### src/rtl/exec_pkg.sv
// Shared types and constants for the execution sequencer: FSM states,
// report codes and engine indices (index = cmd_class).
package exec_pkg;

    typedef enum logic [2:0] {
        ST_IDLE,
        ST_FETCH,
        ST_AUTH,
        ST_WAIT,
        ST_DONE,
        ST_ERROR
    } state_t;

    localparam logic [2:0] ERR_NONE    = 3'd0;
    localparam logic [2:0] ERR_AUTH    = 3'd1;
    localparam logic [2:0] ERR_ENGINE  = 3'd2;
    localparam logic [2:0] ERR_TIMEOUT = 3'd3;
    localparam logic [2:0] ERR_CLASS   = 3'd4;

    localparam int ENG_NVM    = 0;
    localparam int ENG_VM     = 1;
    localparam int ENG_RNG    = 2;
    localparam int ENG_ASYM   = 3;
    localparam int ENG_SYM    = 4;
    localparam int ENG_HASH   = 5;
    localparam int ENG_KEYGEN = 6;

endpackage

### src/rtl/execution_sequencer_if.sv
// Command, dispatch and report signals between the control unit, the
// sequencer and the per-resource engine FSMs.
interface execution_sequencer_if #(
    parameter int NUM_ENG = 7,
    parameter int CLASS_W = 3
);
    logic               cmd_valid;
    logic [CLASS_W-1:0] cmd_class;
    logic               cmd_needs_auth;
    logic               cmd_ready;
    logic               fetch_params;
    logic               params_loaded;
    logic               auth_start;
    logic               auth_success;
    logic               auth_fail;
    logic [NUM_ENG-1:0] eng_start;
    logic [NUM_ENG-1:0] eng_done;
    logic [NUM_ENG-1:0] eng_fail;
    logic               exec_done;
    logic               exec_error;
    logic [2:0]         err_code;
    logic               control_ack;
    logic               busy;

    modport master (
        output cmd_valid, cmd_class, cmd_needs_auth, params_loaded,
               auth_success, auth_fail, eng_done, eng_fail, control_ack,
        input  cmd_ready, fetch_params, auth_start, eng_start,
               exec_done, exec_error, err_code, busy
    );

    modport slave (
        input  cmd_valid, cmd_class, cmd_needs_auth, params_loaded,
               auth_success, auth_fail, eng_done, eng_fail, control_ack,
        output cmd_ready, fetch_params, auth_start, eng_start,
               exec_done, exec_error, err_code, busy
    );

endinterface

### src/rtl/exec_timeout_ctr.sv
// Stall watchdog counter: counts while enabled, clear wins over load,
// expired flags the last allowed cycle.
module exec_timeout_ctr #(
    parameter int TIMEOUT_CYCLES = 1024,
    parameter int CNT_W          = 10
) (
    input  logic             clk,
    input  logic             rst,
    input  logic             clr,
    input  logic             en,
    input  logic             load,
    input  logic [CNT_W-1:0] load_val,
    output logic             expired
);

    localparam logic [CNT_W-1:0] LAST = CNT_W'(TIMEOUT_CYCLES - 1);

    logic [CNT_W-1:0] tmo_cnt;

    always_ff @(posedge clk or posedge rst) begin
        if (rst) begin
            tmo_cnt <= '0;
        end else if (clr) begin
            tmo_cnt <= '0;
        end else if (load) begin
            tmo_cnt <= load_val;
        end else if (en) begin
            tmo_cnt <= tmo_cnt + 1'b1;
        end
    end

    assign expired = (tmo_cnt == LAST);

endmodule

### src/rtl/execution_sequencer.sv
// Accepts one command, fetches parameters, optionally authorizes, dispatches
// to one engine and holds a done/error report until control_ack.
//
// state    | meaning
// IDLE     | cmd_ready high, waiting for cmd_valid
// FETCH    | fetch_params issued, waiting for params_loaded
// AUTH     | auth_start issued, waiting for auth_success / auth_fail
// WAIT     | engine started, waiting for its done / fail
// DONE     | exec_done held until control_ack
// ERROR    | exec_error + err_code held until control_ack
module execution_sequencer
    import exec_pkg::*;
#(
    parameter int NUM_ENG        = 7,
    parameter int TIMEOUT_CYCLES = 1024,
    parameter int CLASS_W        = 3
) (
    input logic                  clk,
    input logic                  rst,
    execution_sequencer_if.slave bus
);

    localparam int                 TMO_W     = $clog2(TIMEOUT_CYCLES);
    localparam logic [NUM_ENG-1:0] ENG_ONE   = NUM_ENG'(1);
    localparam logic [CLASS_W:0]   NUM_ENG_W = (CLASS_W + 1)'(NUM_ENG);

    state_t             state;
    logic [CLASS_W-1:0] class_q;
    logic               auth_q;
    logic [NUM_ENG-1:0] sel_mask;
    logic               done_sel;
    logic               fail_sel;
    logic               tmo_expired;
    logic               tmo_en;
    logic               tmo_clr;

    // Only the dispatched engine's done/fail is visible to the FSM.
    always_comb begin
        sel_mask = ENG_ONE << class_q;
        done_sel = |(bus.eng_done & sel_mask);
        fail_sel = |(bus.eng_fail & sel_mask);
        tmo_en   = (state == ST_FETCH) || (state == ST_AUTH) || (state == ST_WAIT);
        tmo_clr  = 1'b0;
        case (state)
            ST_IDLE:  tmo_clr = bus.cmd_valid;
            ST_FETCH: tmo_clr = bus.params_loaded || tmo_expired;
            ST_AUTH:  tmo_clr = bus.auth_success || bus.auth_fail || tmo_expired;
            ST_WAIT:  tmo_clr = done_sel || fail_sel || tmo_expired;
            ST_DONE,
            ST_ERROR: tmo_clr = bus.control_ack;
            default:  tmo_clr = 1'b1;
        endcase
    end

    exec_timeout_ctr #(
        .TIMEOUT_CYCLES(TIMEOUT_CYCLES),
        .CNT_W         (TMO_W)
    ) u_tmo (
        .clk     (clk),
        .rst     (rst),
        .clr     (tmo_clr),
        .en      (tmo_en),
        .load    (1'b0),
        .load_val('0),
        .expired (tmo_expired)
    );

    always_ff @(posedge clk or posedge rst) begin
        if (rst) begin
            state            <= ST_IDLE;
            class_q          <= '0;
            auth_q           <= 1'b0;
            bus.cmd_ready    <= 1'b1;
            bus.fetch_params <= 1'b0;
            bus.auth_start   <= 1'b0;
            bus.eng_start    <= '0;
            bus.exec_done    <= 1'b0;
            bus.exec_error   <= 1'b0;
            bus.err_code     <= ERR_NONE;
            bus.busy         <= 1'b0;
        end else begin
            bus.fetch_params <= 1'b0;
            bus.auth_start   <= 1'b0;
            bus.eng_start    <= '0;
            case (state)
                ST_IDLE: begin
                    if (bus.cmd_valid) begin
                        class_q          <= bus.cmd_class;
                        auth_q           <= bus.cmd_needs_auth;
                        bus.cmd_ready    <= 1'b0;
                        bus.fetch_params <= 1'b1;
                        bus.busy         <= 1'b1;
                        state            <= ST_FETCH;
                    end
                end
                ST_FETCH: begin
                    if (bus.params_loaded) begin
                        if ({1'b0, class_q} >= NUM_ENG_W) begin
                            bus.exec_error <= 1'b1;
                            bus.err_code   <= ERR_CLASS;
                            state          <= ST_ERROR;
                        end else if (auth_q) begin
                            bus.auth_start <= 1'b1;
                            state          <= ST_AUTH;
                        end else begin
                            bus.eng_start <= sel_mask;
                            state         <= ST_WAIT;
                        end
                    end else if (tmo_expired) begin
                        bus.exec_error <= 1'b1;
                        bus.err_code   <= ERR_TIMEOUT;
                        state          <= ST_ERROR;
                    end
                end
                ST_AUTH: begin
                    if (bus.auth_fail) begin
                        bus.exec_error <= 1'b1;
                        bus.err_code   <= ERR_AUTH;
                        state          <= ST_ERROR;
                    end else if (bus.auth_success) begin
                        bus.eng_start <= sel_mask;
                        state         <= ST_WAIT;
                    end else if (tmo_expired) begin
                        bus.exec_error <= 1'b1;
                        bus.err_code   <= ERR_TIMEOUT;
                        state          <= ST_ERROR;
                    end
                end
                ST_WAIT: begin
                    if (fail_sel) begin
                        bus.exec_error <= 1'b1;
                        bus.err_code   <= ERR_ENGINE;
                        state          <= ST_ERROR;
                    end else if (done_sel) begin
                        bus.exec_done <= 1'b1;
                        state         <= ST_DONE;
                    end else if (tmo_expired) begin
                        bus.exec_error <= 1'b1;
                        bus.err_code   <= ERR_TIMEOUT;
                        state          <= ST_ERROR;
                    end
                end
                ST_DONE: begin
                    if (bus.control_ack) begin
                        bus.exec_done <= 1'b0;
                        bus.cmd_ready <= 1'b1;
                        bus.busy      <= 1'b0;
                        state         <= ST_IDLE;
                    end
                end
                ST_ERROR: begin
                    if (bus.control_ack) begin
                        bus.exec_error <= 1'b0;
                        bus.err_code   <= ERR_NONE;
                        bus.cmd_ready  <= 1'b1;
                        bus.busy       <= 1'b0;
                        state          <= ST_IDLE;
                    end
                end
                default: begin
                    bus.cmd_ready <= 1'b1;
                    bus.busy      <= 1'b0;
                    state         <= ST_IDLE;
                end
            endcase
        end
    end

endmodule

### src/flat_wrapper.sv
// flat-port wrapper written by rule: the top's interface ports become plain ports
module execution_sequencer_flat import exec_pkg::*;
#(
    parameter int NUM_ENG        = 7,
    parameter int TIMEOUT_CYCLES = 1024,
    parameter int CLASS_W        = 3
)
  (clk, rst, bus_cmd_valid, bus_cmd_class, bus_cmd_needs_auth, bus_params_loaded, bus_auth_success, bus_auth_fail, bus_eng_done, bus_eng_fail, bus_control_ack, bus_cmd_ready, bus_fetch_params, bus_auth_start, bus_eng_start, bus_exec_done, bus_exec_error, bus_err_code, bus_busy);
  execution_sequencer_if #(.NUM_ENG(NUM_ENG), .CLASS_W(CLASS_W)) bus_i ();
  input logic clk;
  input logic rst;
  input wire logic [$bits(bus_i.cmd_valid)-1:0] bus_cmd_valid;
  input wire logic [$bits(bus_i.cmd_class)-1:0] bus_cmd_class;
  input wire logic [$bits(bus_i.cmd_needs_auth)-1:0] bus_cmd_needs_auth;
  input wire logic [$bits(bus_i.params_loaded)-1:0] bus_params_loaded;
  input wire logic [$bits(bus_i.auth_success)-1:0] bus_auth_success;
  input wire logic [$bits(bus_i.auth_fail)-1:0] bus_auth_fail;
  input wire logic [$bits(bus_i.eng_done)-1:0] bus_eng_done;
  input wire logic [$bits(bus_i.eng_fail)-1:0] bus_eng_fail;
  input wire logic [$bits(bus_i.control_ack)-1:0] bus_control_ack;
  output wire logic [$bits(bus_i.cmd_ready)-1:0] bus_cmd_ready;
  output wire logic [$bits(bus_i.fetch_params)-1:0] bus_fetch_params;
  output wire logic [$bits(bus_i.auth_start)-1:0] bus_auth_start;
  output wire logic [$bits(bus_i.eng_start)-1:0] bus_eng_start;
  output wire logic [$bits(bus_i.exec_done)-1:0] bus_exec_done;
  output wire logic [$bits(bus_i.exec_error)-1:0] bus_exec_error;
  output wire logic [$bits(bus_i.err_code)-1:0] bus_err_code;
  output wire logic [$bits(bus_i.busy)-1:0] bus_busy;
  assign bus_i.cmd_valid = bus_cmd_valid;
  assign bus_i.cmd_class = bus_cmd_class;
  assign bus_i.cmd_needs_auth = bus_cmd_needs_auth;
  assign bus_i.params_loaded = bus_params_loaded;
  assign bus_i.auth_success = bus_auth_success;
  assign bus_i.auth_fail = bus_auth_fail;
  assign bus_i.eng_done = bus_eng_done;
  assign bus_i.eng_fail = bus_eng_fail;
  assign bus_i.control_ack = bus_control_ack;
  assign bus_cmd_ready = bus_i.cmd_ready;
  assign bus_fetch_params = bus_i.fetch_params;
  assign bus_auth_start = bus_i.auth_start;
  assign bus_eng_start = bus_i.eng_start;
  assign bus_exec_done = bus_i.exec_done;
  assign bus_exec_error = bus_i.exec_error;
  assign bus_err_code = bus_i.err_code;
  assign bus_busy = bus_i.busy;
  execution_sequencer #(.NUM_ENG(NUM_ENG), .TIMEOUT_CYCLES(TIMEOUT_CYCLES), .CLASS_W(CLASS_W)) u_core (.clk(clk), .rst(rst), .bus(bus_i));
endmodule
### config.mk
export PLATFORM = sky130hd
export DESIGN_NAME = execution_sequencer_flat
export DESIGN_NICKNAME = d
export VERILOG_FILES = /design/src/rtl/exec_pkg.sv /design/src/rtl/execution_sequencer_if.sv /design/src/rtl/exec_timeout_ctr.sv /design/src/rtl/execution_sequencer.sv /design/src/flat_wrapper.sv
export SDC_FILE = /design/constraint.sdc
export NUM_CORES = 1
export LEC_CHECK = 0
export CORE_MARGIN = 2
export CORE_UTILIZATION = 52
export CTS_CLUSTER_SIZE = 20
export DETAILED_ROUTE_END_ITERATION = 10
export HOLD_SLACK_MARGIN = 0.02
export PLACE_DENSITY = 0.77
export SKIP_CTS_REPAIR_TIMING = 1
export SLEW_MARGIN = 20
export SYNTH_ARGS = -nofsm -noshare
export SYNTH_HDL_FRONTEND = slang
export SYNTH_HIERARCHICAL = 1
export SYNTH_SLANG_ARGS = --single-unit
### constraint.sdc
create_clock -name clk -period 3 [get_ports clk]
set_input_delay 0.6 -clock clk [delete_from_list [all_inputs] [get_ports clk]]
set_output_delay 0.6 -clock clk [all_outputs]
set_load 0.005 [all_outputs]
==> results of run 1 <==
where the power goes:
part / internal [uW] / switching (uW) / leakage (uW)
sequential: 608 / 209 / 0.000429
clock: 246 / 160 / 0.0000552
combinational: 579 / 605 / 0.000620
logic make-up after synthesis:
| logic type | Yosys count | synth area share |
|---|---|---|
| XOR/XNOR | 6 | 0.0253 |
| buffers and inverters | 29 | 0.0614 |
| multiplexers | 14 | 0.0843 |
| other | 1 | 0.00181 |
| adder cells (fa/ha/maj) | 1 | 0.00602 |
| AO/OA/AOI/OAI | 62 | 0.211 |
| AND/OR/NAND/NOR | 87 | 0.212 |
| flip-flops | 33 | 0.398 |
final cells by class:
type                    count  area (sq um)  share of cell area
clock inverters             2          35.0              0.0133
clock buffers               6          72.6              0.0275
flip-flops and latches     33           827               0.313
multi-input cells         181          1160               0.439
inverters                  15          56.3              0.0213
repair buffers             44           430               0.163
well taps                  48          60.1              0.0227
layer usage:
| layer | wire (microns) | vias up | track usage |
|---|---|---|---|
| li1 | - | 910 | - |
| met2 | 2360 | 84 | 0.400 |
| met3 | 310 | 10 | 0.0617 |
| met5 | 0 | - | 0 |
| met1 | 2000 | 859 | 0.282 |
| met4 | 54 | 0 | 0.0612 |
through the flow:
stage	area [sq um]	util
6_report	2640	0.706
3_3_place_gp	2530	0.677
5_1_grt	2640	0.706
3_5_place_dp	2530	0.677
4_1_cts	2640	0.706
2_1_floorplan	2110	-
flip-flops by register name (all words and copies together) (netlist names), 3 cells and up:
signal / count
u_core/u_tmo/tmo_cnt: 10
u_core/class_q: 3
u_core/bus.err_code: 3
u_core/state: 3
u_core/bus.eng_start: 7
synth_stat cells (3+ instances only):
library cell	number
nand2b_1	4
nand3_1	9
and3_1	4
a21o_1	3
nor2_1	23
buf_2	6
a21oi_1	13
o211ai_1	3
clkbuf_1	5
inv_1	15
o2bb2ai_1	3
mux2_2	4
o21ai_0	13
dfrtp_1	32
nand4_1	4
xnor2_1	5
o21a_1	4
nor2b_1	4
nand2_1	23
nor3_1	6
mux2i_1	7
cell usage in the layout, fill, tap and decap left out, drive strengths merged, types with 2 or more instances in the layout:
master,Yosys,layout
dfrtp,32,32
o21ai,15,15
or3,3,3
a41oi,2,2
and3,4,4
nand3,10,10
nor2b,4,4
a21o,3,3
o211ai,3,3
mux2,5,5
a21oi,13,13
a31oi,3,3
a41o,2,2
o2bb2ai,3,3
a211o,2,2
buf,8,4
mux2i,8,8
conb,1,11
xnor2,5,5
nor2,23,23
inv,15,15
nand4,4,4
clkbuf,6,6
nor3,6,6
o21a,4,4
o221ai,2,2
clkdlybuf4s50,0,40
nand2b,4,4
nand2,23,23
path summary, 6_finish.rpt:
kind	end	cells past startpoint	from
min in group asynchronous	u_core/u_tmo/tmo_cnt[6]$_DFFE_PP0P_	2	rst
worst min-delay path	u_core/bus.cmd_ready$_DFFE_PP1P_	2	u_core/bus.cmd_ready$_DFFE_PP1P_
worst max register to register	u_core/u_tmo/tmo_cnt[8]$_DFFE_PP0P_	9	u_core/class_q[2]$_DFFE_PP0P_
worst min register to register	u_core/bus.cmd_ready$_DFFE_PP1P_	2	u_core/bus.cmd_ready$_DFFE_PP1P_
worst max-delay path	u_core/u_tmo/tmo_cnt[8]$_DFFE_PP0P_	10	bus_eng_done[0]
max in group asynchronous	u_core/bus.err_code[1]$_DFFE_PP0P_	2	rst
worst max-delay path, stage by stage:
cell	delay (ns)
clkdlybuf4s50_1	0.40
mux2_2	0.25
a21oi_1	0.22
o21a_1	0.23
nand3_1	0.10
o2bb2ai_1	0.15
buf_4	0.18
a21o_1	0.17
o21ai_0	0.14
o2bb2ai_1	0.13
==> summary.txt, run 1 <==
Global route
  • Vias in the first global route: roughly 1,700
  • Overall Global Routing Usage: 0.230
  • Pin count of the biggest net entering global routing: 24
  • Initial antenna violation count: 0
  • Sum of overflow across all layers after global routing: 0
  • First-pass GRT wire length: 7.75 mm

Floorplan
  • Row Count: 22
  • Initial standard-cell utilization of the core: 0.555
  • Num ports: 41
  • Die Area: 0.00452 sq mm
  • Vertical die dimension: between 60 and 70 microns
  • Die extent in x: between 60 and 70 microns
  • Core ar.: about 0.0037 sq mm

Pwr
  • Power Density: about 900 mW/mm^2
  • PnR Total Power: around 2400 uW
  • Highest ir drop seen on vdd: between 400 and 500 uV
  • Leakage: between 0.001 and 0.0015 uW

Synthesis
  • Post-synth top area cell: dfrtp_1
  • Post-Synthesis Mean Instance Area: just under 9 sq um
  • Synthesis-stage register bit count: 33
  • Share of async-settable or async-resettable flops after synthesis: 1.00
  • Portion of the post-synthesis area used by sequential elements: 0.398
  • Yosys warning count: 6
  • Top cell type's share of synthesized area: 0.386
  • Post-Syn Area: slightly above 0.002 sq mm
  • Primary FF master, synth: dfrtp_1
  • Post-synth EDFFs: 0
  • Synthesized netlist cell count: about 230
  • Synth area leaders: dfrtp_1, nand2_1, nor2_1
  • Distinct cells, synth: 60

Worst setup path
  • Required time at the worst-slack endpoint: 3.21 ns
  • Biggest fanout along the worst timing path: 10
  • Critical Path End Type: flip-flop
  • Internal reg-to-reg setup slack: ~0.62 ns
  • Critical path startpoint category: primary input
  • Critical path type: primary input to flip-flop
  • Worst endpoint data arrival time: 2.59 ns

Detailed routing
  • Total iterations of the first detailed-routing run: 7
  • Number of vias after detailed routing: approximately 1,900
  • Initial detailed-routing violation count: about 160
  • DRC violation count after routing: 0
  • Wire length reported by the detailed router: roughly 4.7 mm
  • Post-DRT Antenna Nets: 0
  • Vias per Instance: ~5.7
  • Avg WL per Cell: 14.4 microns

Timing
  • Least setup slack across all paths after layout: about 0.62 ns
  • Final Max Slew Viols: 0
  • Post-route minimum period: approximately 2.4 ns
  • Period utilization: 0.793
  • Fmax achieved: ~420 MHz
  • Headroom to the max-slew limit: 0.410
  • Transition at the pin with the smallest max-transition slack: about 0.88 ns
  • Final total negative setup slack: 0 ns
  • Worst hold slack after final layout: between 0.4 and 0.5 ns
  • Final setup violation count: 0
  • Hold Fails Final Rpt: 0
  • Unrepaired setup endpoints after global routing: false
  • Worst-case clock skew: about 0.0047 ns

Cells and area
  • Non-filler instance count after layout: 329
  • Share of layout cells above drive strength 1: 0.103
  • Final nets: just over 300
  • Synth-to-layout area growth: 27.2%
  • Count of antenna diodes in the layout: 0
  • Number of inserted filler cells in the final layout: 294

Clock network
  • Clock buffers created by TritonCTS: 5
  • Worst-Skew Late Latency: between 0.2 and 0.3 ns
  • TritonCTS clock tree: done
  • Sink count of the clock tree: 33
  • H-tree Lvls: 2
  • CTS Root Buffer Type: clkbuf_8
  • CTS Buffer Depth: 2
  • Clock slew at reported path FFs: about 0.070 ns

Job
  • Number of maximum-capacitance constraint violations: 0

Placed design
  • Final GP Congestion: around 0.95
  • Setup Slack @ Placement: around 0.33 ns
  • Input/output buffers: 40
  • Detailed placement HPWL: 3.45 mm
  • Number of placed cells counting well taps: about 320

Status
  • Status: completed

Worst hold path
  • Path category of the worst min-delay check: flip-flop to flip-flop
Power figures use the tool's default switching activity.
==> inputs of run 2 (changes only) <==
--- a/config.mk
+++ b/config.mk
@@ -6,11 +6,11 @@
 export NUM_CORES = 1
 export LEC_CHECK = 0
 export CORE_MARGIN = 2
-export CORE_UTILIZATION = 52
+export CORE_UTILIZATION = 47
 export CTS_CLUSTER_SIZE = 20
 export DETAILED_ROUTE_END_ITERATION = 10
 export HOLD_SLACK_MARGIN = 0.02
-export PLACE_DENSITY = 0.77
+export PLACE_DENSITY = 0.74
 export SKIP_CTS_REPAIR_TIMING = 1
 export SLEW_MARGIN = 20
 export SYNTH_ARGS = -nofsm -noshare
==> constraint.sdc (replaced) <==
create_clock -name clk -period 2 [get_ports clk]
set_input_delay 0.4 -clock clk [delete_from_list [all_inputs] [get_ports clk]]
set_output_delay 0.4 -clock clk [all_outputs]
set_load 0.005 [all_outputs]
==> summary.txt, run 2 (same netlist as run 1, synthesis figures left out) <==
Timing
  • Final Max Slew Viols: 0 (unchanged)
  • Hold Fails Final Rpt: 0 (unchanged)
  • Post-route minimum period: between 2 and 2.5 ns
  • Worst-case clock skew: 0.00442 ns (-0.000247 ns)
  • Unrepaired setup endpoints after global routing: true
  • Least setup slack across all paths after layout: -0.157 ns (-0.777 ns)
  • Final setup violation count: 6 (+6)
  • Fmax achieved: roughly 460 MHz
  • Period utilization: 1.08
  • Final total negative setup slack: -0.402 ns (-0.402 ns)

Detailed routing
  • Total iterations of the first detailed-routing run: 4 (-3)
  • Post-DRT Antenna Nets: 0 (unchanged)
  • Initial detailed-routing violation count: 203 (+31%)
  • Avg WL per Cell: 15.2 microns (+5.6%)
  • Wire length reported by the detailed router: 5.75 mm (+22%)
  • Number of vias after detailed routing: 2,109 (+13%)
  • Vias per Instance: 5.56 (-1.7%)
  • DRC violation count after routing: 0 (unchanged)

Floorplan
  • Vertical die dimension: 70.5 microns (+4.9%)
  • Row Count: 24 (+9.1%)
  • Die Area: 0.00497 sq mm (+10%)
  • Num ports: 41 (unchanged)
  • Initial standard-cell utilization of the core: 0.484 (-0.0711)
  • Die extent in x: 70.5 microns (+4.9%)
  • Core ar.: 0.00429 sq mm (+15%)

Job
  • Number of maximum-capacitance constraint violations: 0 (unchanged)

Global route
  • Initial antenna violation count: 0 (unchanged)
  • Sum of overflow across all layers after global routing: 0 (unchanged)
  • Vias in the first global route: 2,050 (+18%)
  • First-pass GRT wire length: 9.25 mm (+19%)
  • Pin count of the biggest net entering global routing: 24 (unchanged)
  • Overall Global Routing Usage: 0.234 (+0.00430)

Clock network
  • Clock buffers created by TritonCTS: 5 (unchanged)
  • H-tree Lvls: 2 (unchanged)
  • Clock slew at reported path FFs: 0.07 ns (about the same)
  • Sink count of the clock tree: 33 (unchanged)
  • TritonCTS clock tree: done
  • Worst-Skew Late Latency: 0.29 ns (about the same)
  • CTS Buffer Depth: 2 (unchanged)
  • CTS Root Buffer Type: clkbuf_8

Cells and area
  • Top register by number of flip-flops: u_core/u_tmo/tmo_cnt
  • Final nets: 352 (+15%)
  • Count of antenna diodes in the layout: 0 (unchanged)
  • Commonest non-fill, non-tap cells in the layout: buf_4, clkdlybuf4s50_1, dfrtp_1
  • Most common library cell in the layout ignoring fill and taps: buf_4
  • Non-filler instance count after layout: 379 (+15%)
  • Synth-to-layout area growth: 46.1%
  • Number of flip-flops in the largest register: 10 (unchanged)
  • Share of layout cells above drive strength 1: 0.257 (+0.154)
  • Biggest registers after layout: u_core/u_tmo/tmo_cnt x10, u_core/bus.eng_start x7
  • Number of inserted filler cells in the final layout: 339 (+15%)
  • Final core utilization: 0.707 (+0.00133)

Worst setup path
  • Critical path startpoint category: flip-flop
  • Required time at the worst-slack endpoint: 2.22 ns (-0.99 ns)
  • Biggest fanout along the worst timing path: 5 (-5)
  • Critical Path End Type: flip-flop
  • Worst endpoint data arrival time: 2.37 ns (-0.22 ns)
  • Critical path type: flip-flop to flip-flop

Placed design
  • Input/output buffers: 40 (unchanged)
  • Final GP Congestion: 0.931 (-1.6%)
  • Setup Slack @ Placement: -0.454 ns (-0.781 ns)
  • Number of placed cells counting well taps: 363 (+13%)
  • Detailed placement HPWL: 4.18 mm (+21%)

Pwr
  • Cell internal power dissipation: 2510 uW (+75%)
  • Highest ir drop seen on vdd: 905 uV (+94%)
  • Leakage: 0.00136 uW (+23%)
  • Net switching power: 1680 uW (+73%)
  • Power share of the combinational group: 0.610 (+0.118)
  • Switching share of total power: 0.401 (-0.00317)
  • Power Density: 1380 mW/mm^2 (+51%)
  • Clock network power share: 0.119 (-0.050)
  • Relative contribution of sequential cells to total power: 0.271 (-0.068)

Status
  • Status: complete, but fails checks
  • Violated checks: setup timing

Worst hold path
  • Path category of the worst min-delay check: primary input to asynchronous set/reset pin
==> run 2: per-layer routing <==
| layer | vias to the layer above | wire, microns | track usage |
|---|---|---|---|
| met5 | - | 0 | 0 |
| met4 | 0 | 119 | 0.0940 |
| li1 | 1011 | - | - |
| met3 | 18 | 248 | 0.0361 |
| met1 | 1017 | 2430 | 0.295 |
| met2 | 63 | 2950 | 0.400 |
==> run 2: critical path, cell delays in order (launching register included) <==
cell	delay (ns)
dfrtp_1	0.40
buf_6	0.14
mux2i_1	0.21
o21ai_0	0.12
buf_4	0.16
mux2i_4	0.15
nand3_2	0.10
o2bb2ai_2	0.13
or3_4	0.39
a21boi_2	0.16
o21ai_1	0.14
==> run 2: worst paths after layout <==
check | cells after the start | start | to | slack, ns
worst max-delay path | 10 | u_core/class_q[0]$_DFFE_PP0P_ | u_core/u_tmo/tmo_cnt[7]$_DFFE_PP0P_ | -0.16
worst min-delay path | 2 | rst | u_core/u_tmo/tmo_cnt[1]$_DFFE_PP0P_ | 0.43
worst max register to register | 10 | u_core/class_q[0]$_DFFE_PP0P_ | u_core/u_tmo/tmo_cnt[7]$_DFFE_PP0P_ | -0.16
worst min register to register | 2 | u_core/bus.cmd_ready$_DFFE_PP1P_ | u_core/bus.cmd_ready$_DFFE_PP1P_ | 0.49
max in group asynchronous | 3 | rst | u_core/bus.cmd_ready$_DFFE_PP1P_ | 1.22
min in group clk | 2 | u_core/bus.cmd_ready$_DFFE_PP1P_ | u_core/bus.cmd_ready$_DFFE_PP1P_ | 0.49
==> run 2: metrics by stage <==
stage	instance area [sq um]	total power, uW	hold WS, ns
3_5_place_dp	2840	3420	0.481
4_1_cts	2930	3950	0.453
3_3_place_gp	2840	3380	0.468
5_1_grt	3040	4470	0.487
6_report	3040	4190	0.431
2_1_floorplan	2130	2490	0.240
==> run 2: area by class of cell <==
cell class              count  area (sq um)  area share
multi-input cells         181          1210       0.398
flip-flops and latches     33           827       0.272
repair buffers             90           793       0.261
clock buffers               5          68.8      0.0227
well taps                  52          65.1      0.0214
inverters                  15          56.3      0.0185
clock inverters             3          17.5     0.00577
==> run 2: power groups by stage <==
| stage | Clock [uW] | Combinational [uW] | Sequential (uW) |
|---|---|---|---|
| floorplan | 0 | 1410 | 1080 |
| global placement | 0 | 2250 | 1130 |
| detailed placement | 0 | 2290 | 1140 |
| CTS | 514 | 2310 | 1130 |
| global route | 540 | 2770 | 1160 |
| finish | 500 | 2550 | 1130 |
==> inputs of run 3 (changes only) <==
--- a/config.mk
+++ b/config.mk
@@ -10,7 +10,8 @@
 export CTS_CLUSTER_SIZE = 20
 export DETAILED_ROUTE_END_ITERATION = 10
 export HOLD_SLACK_MARGIN = 0.02
-export PLACE_DENSITY = 0.74
+export PLACE_DENSITY = 0.88
+export RECOVER_POWER = 100
 export SKIP_CTS_REPAIR_TIMING = 1
 export SLEW_MARGIN = 20
 export SYNTH_ARGS = -nofsm -noshare
==> summary.txt, run 3 (same netlist as run 1, synthesis figures left out) <==
Timing
  • Transition at the pin with the smallest max-transition slack: between 0.5 and 0.6 ns
  • Final Max Slew Viols: 0 (unchanged)
  • Period utilization: 1.11 (+0.0365)
  • Least setup slack across all paths after layout: -0.230 ns (-0.0730 ns)
  • Headroom to the max-slew limit: 0.612
  • Final setup violation count: 4 (-2)
  • Hold Fails Final Rpt: 0 (unchanged)
  • Post-route minimum period: 2.23 ns (+0.0730 ns)
  • Unrepaired setup endpoints after global routing: true
  • Worst hold slack after final layout: 0.493 ns (+0.0616 ns)
  • Worst-case clock skew: 0.00823 ns (+0.00382 ns)
  • Fmax achieved: 448 MHz (-3.3%)

Cells and area
  • Most common library cell in the layout ignoring fill and taps: buf_4
  • Final core utilization: 0.712 (+0.00466)
  • Number of inserted filler cells in the final layout: 304 (-10%)
  • Biggest registers after layout: u_core/u_tmo/tmo_cnt x10, u_core/bus.eng_start x7
  • Final nets: 343 (-2.6%)
  • Commonest non-fill, non-tap cells in the layout: buf_4, dfrtp_1, nor2_1, nand2_1, clkdlybuf4s50_1
  • Share of layout cells above drive strength 1: 0.264 (+0.00727)
  • Cell area after layout: 0.00306 sq mm (+0.66%)
  • Top register by number of flip-flops: u_core/u_tmo/tmo_cnt
  • Number of flip-flops in the largest register: 10 (unchanged)
  • Synth-to-layout area growth: 47.1%
  • Count of antenna diodes in the layout: 0 (unchanged)
  • Non-filler instance count after layout: 370 (-2.4%)

Pwr
  • Relative contribution of sequential cells to total power: 0.264 (-0.007)
  • Switching share of total power: 0.417 (+0.0156)
  • Highest ir drop seen on vdd: 933 uV (+3.1%)
  • Clock network power share: 0.149 (+0.030)
  • Leakage: 0.00139 uW (+1.8%)
  • PnR Total Power: 4360 uW (+4.1%)
  • Cell internal power dissipation: 2540 uW (+1.4%)
  • Power share of the combinational group: 0.587 (-0.023)
  • Net switching power: 1820 uW (+8.1%)
  • Power Density: 1430 mW/mm^2 (+3.4%)

Worst setup path
  • RR Startpoint: u_core/class_q[0]$_DFFE_PP0P_
  • Highest cell delay on the worst timing path: 0.42 ns (+0.02 ns)
  • Worst Reg2Reg Path Length in Cells: 9 (-1)
  • Cell class contributing the biggest share of worst-path delay: compound AO/OA/AOI/OAI gates
  • Biggest fanout along the worst timing path: 3 (-2)
  • Critical path buffers and inverters: 1 (-1)
  • Required time at the worst-slack endpoint: 2.23 ns (about the same)
  • Library cell contributing the largest single delay on the critical path: clkdlybuf4s50_1
  • Critical path startpoint category: primary input
  • Critical path type: primary input to flip-flop
  • Cell chain of the critical path: clkdlybuf4s50_1, mux2_2, a21oi_2, o21a_1, nand3_2, o2bb2ai_4, or3_4, a21boi_1, o21ai_1
  • Internal reg-to-reg setup slack: -0.23 ns (-0.07 ns)
  • Critical Path End Type: flip-flop
  • Worst endpoint data arrival time: 2.46 ns (+0.09 ns)
  • Critical path depth: 9 (-1)
  • Reg-to-reg critical path endpoint: u_core/u_tmo/tmo_cnt[7]$_DFFE_PP0P_

Placed design
  • Input/output buffers: 40 (unchanged)
  • Placed cell area: 0.00280 sq mm (-1.3%)
  • Detailed placement HPWL: 4.27 mm (+2.1%)
  • Final GP Congestion: 0.916 (-1.7%)
  • Number of placed cells counting well taps: 358 (-1.4%)

Clock network
  • CTS Root Buffer Type: clkbuf_8
  • Worst-Skew Late Latency: 0.30 ns (about the same)
  • Clock slew at reported path FFs: 0.08 ns (about the same)
  • Sink count of the clock tree: 33 (unchanged)
  • TritonCTS clock tree: done
  • Clock buffers created by TritonCTS: 5 (unchanged)
  • H-tree Lvls: 2 (unchanged)
  • CTS Buffer Depth: 2 (unchanged)

Global route
  • First-pass GRT wire length: 9.78 mm (+5.8%)
  • Sum of overflow across all layers after global routing: 0 (unchanged)
  • Pin count of the biggest net entering global routing: 24 (unchanged)
  • Vias in the first global route: 2,126 (+3.7%)
  • Initial antenna violation count: 0 (unchanged)
  • Overall Global Routing Usage: 0.247 (+0.0132)

Floorplan
  • Die extent in x: 70.5 microns (unchanged)
  • Core ar.: 0.00429 sq mm (unchanged)
  • Vertical die dimension: 70.5 microns (unchanged)
  • Die Area: 0.00497 sq mm (unchanged)
  • Num ports: 41 (unchanged)
  • Row Count: 24 (unchanged)
  • Initial standard-cell utilization of the core: 0.484 (unchanged)

Worst hold path
  • Hold Crit Start: u_core/bus.cmd_ready$_DFFE_PP1P_
  • Hold Path Cell Cnt: 2
  • Hold path endpoint: u_core/bus.cmd_ready$_DFFE_PP1P_
  • Path category of the worst min-delay check: flip-flop to flip-flop

Job
  • Number of maximum-capacitance constraint violations: 0 (unchanged)

Status
  • Violated checks: setup timing
  • Status: complete, but fails checks

Detailed routing
  • Initial detailed-routing violation count: 138 (-32%)
  • Number of vias after detailed routing: 2,158 (+2.3%)
  • Avg WL per Cell: 17.1 microns (+13%)
  • DRC violation count after routing: 0 (unchanged)
  • Post-DRT Antenna Nets: 0 (unchanged)
  • Wire length reported by the detailed router: 6.32 mm (+9.9%)
  • Total iterations of the first detailed-routing run: 5 (+1)
  • Vias per Instance: 5.83 (+4.8%)
[run 3: cell types whose count changed in the layout (fill, tap and decap cells not counted), moves of 3 or more]
| cell | delta |
|---|---|
| o21ai_0 | -3 |
| clkdlybuf4s50_1 | -16 |
| o21ai_2 | +3 |
| dlygate4sd3_1 | +17 |
| a21oi_2 | +3 |
| a21oi_1 | -3 |
| buf_4 | -12 |
[run 3: how the worst max path moves through the flow]
stage,from,end,slack (ns)
floorplan,u_core/class_q[0]$_DFFE_PP0P_,u_core/u_tmo/tmo_cnt[7]$_DFFE_PP0P_,-0.12
global placement,bus_eng_fail[3],u_core/u_tmo/tmo_cnt[7]$_DFFE_PP0P_,-0.38
detailed placement,bus_eng_fail[2],u_core/u_tmo/tmo_cnt[7]$_DFFE_PP0P_,-0.47
CTS,u_core/u_tmo/tmo_cnt[1]$_DFFE_PP0P_,u_core/u_tmo/tmo_cnt[9]$_DFFE_PP0P_,-0.25
global route,bus_eng_done[4],u_core/u_tmo/tmo_cnt[7]$_DFFE_PP0P_,-0.30
finish,bus_eng_done[4],u_core/u_tmo/tmo_cnt[7]$_DFFE_PP0P_,-0.23
[run 3: cell type report]
cell class | instances | area [sq um] | share of cell area
Inverter | 15 | 61.3 | 0.0201
Sequential cell | 33 | 828 | 0.271
Tap cell | 52 | 65.1 | 0.0213
Clock inverter | 3 | 46.3 | 0.0152
Clock buffer | 5 | 68.8 | 0.0225
Multi-Input combinational cell | 181 | 1260 | 0.414
Timing Repair Buffer | 81 | 721 | 0.236
[run 3: through the flow]
stage                     setup slack (ns)  TNS (ns)
after global routing                -0.296     -1.15
after floorplan                     -0.116    -0.316
after detailed placement            -0.473     -3.69
final                               -0.230    -0.585
after global placement              -0.376     -2.38
after CTS                           -0.251     -1.14
[run 3: power by group through the flow]
stage	clock network [uW]	logic, uW	registers, uW
6_report	650	2560	1150
5_1_grt	683	2730	1180
4_1_cts	654	2310	1140
3_5_place_dp	0	2270	1150
3_3_place_gp	0	2190	1130
2_1_floorplan	0	1410	1080
[run 3: routing by layer]
layer	track usage	wire length (microns)	up-vias
li1	-	-	985
met2	0.453	3300	115
met3	0.0505	403	31
met4	0.0855	280	0
met5	0	0	-
met1	0.283	2330	1027
[run 3: worst min-delay path, cell delays in order, from the launching register on]
cell,delay (ns)
dfstp_2,0.37
inv_1,0.04
o21ai_0,0.08
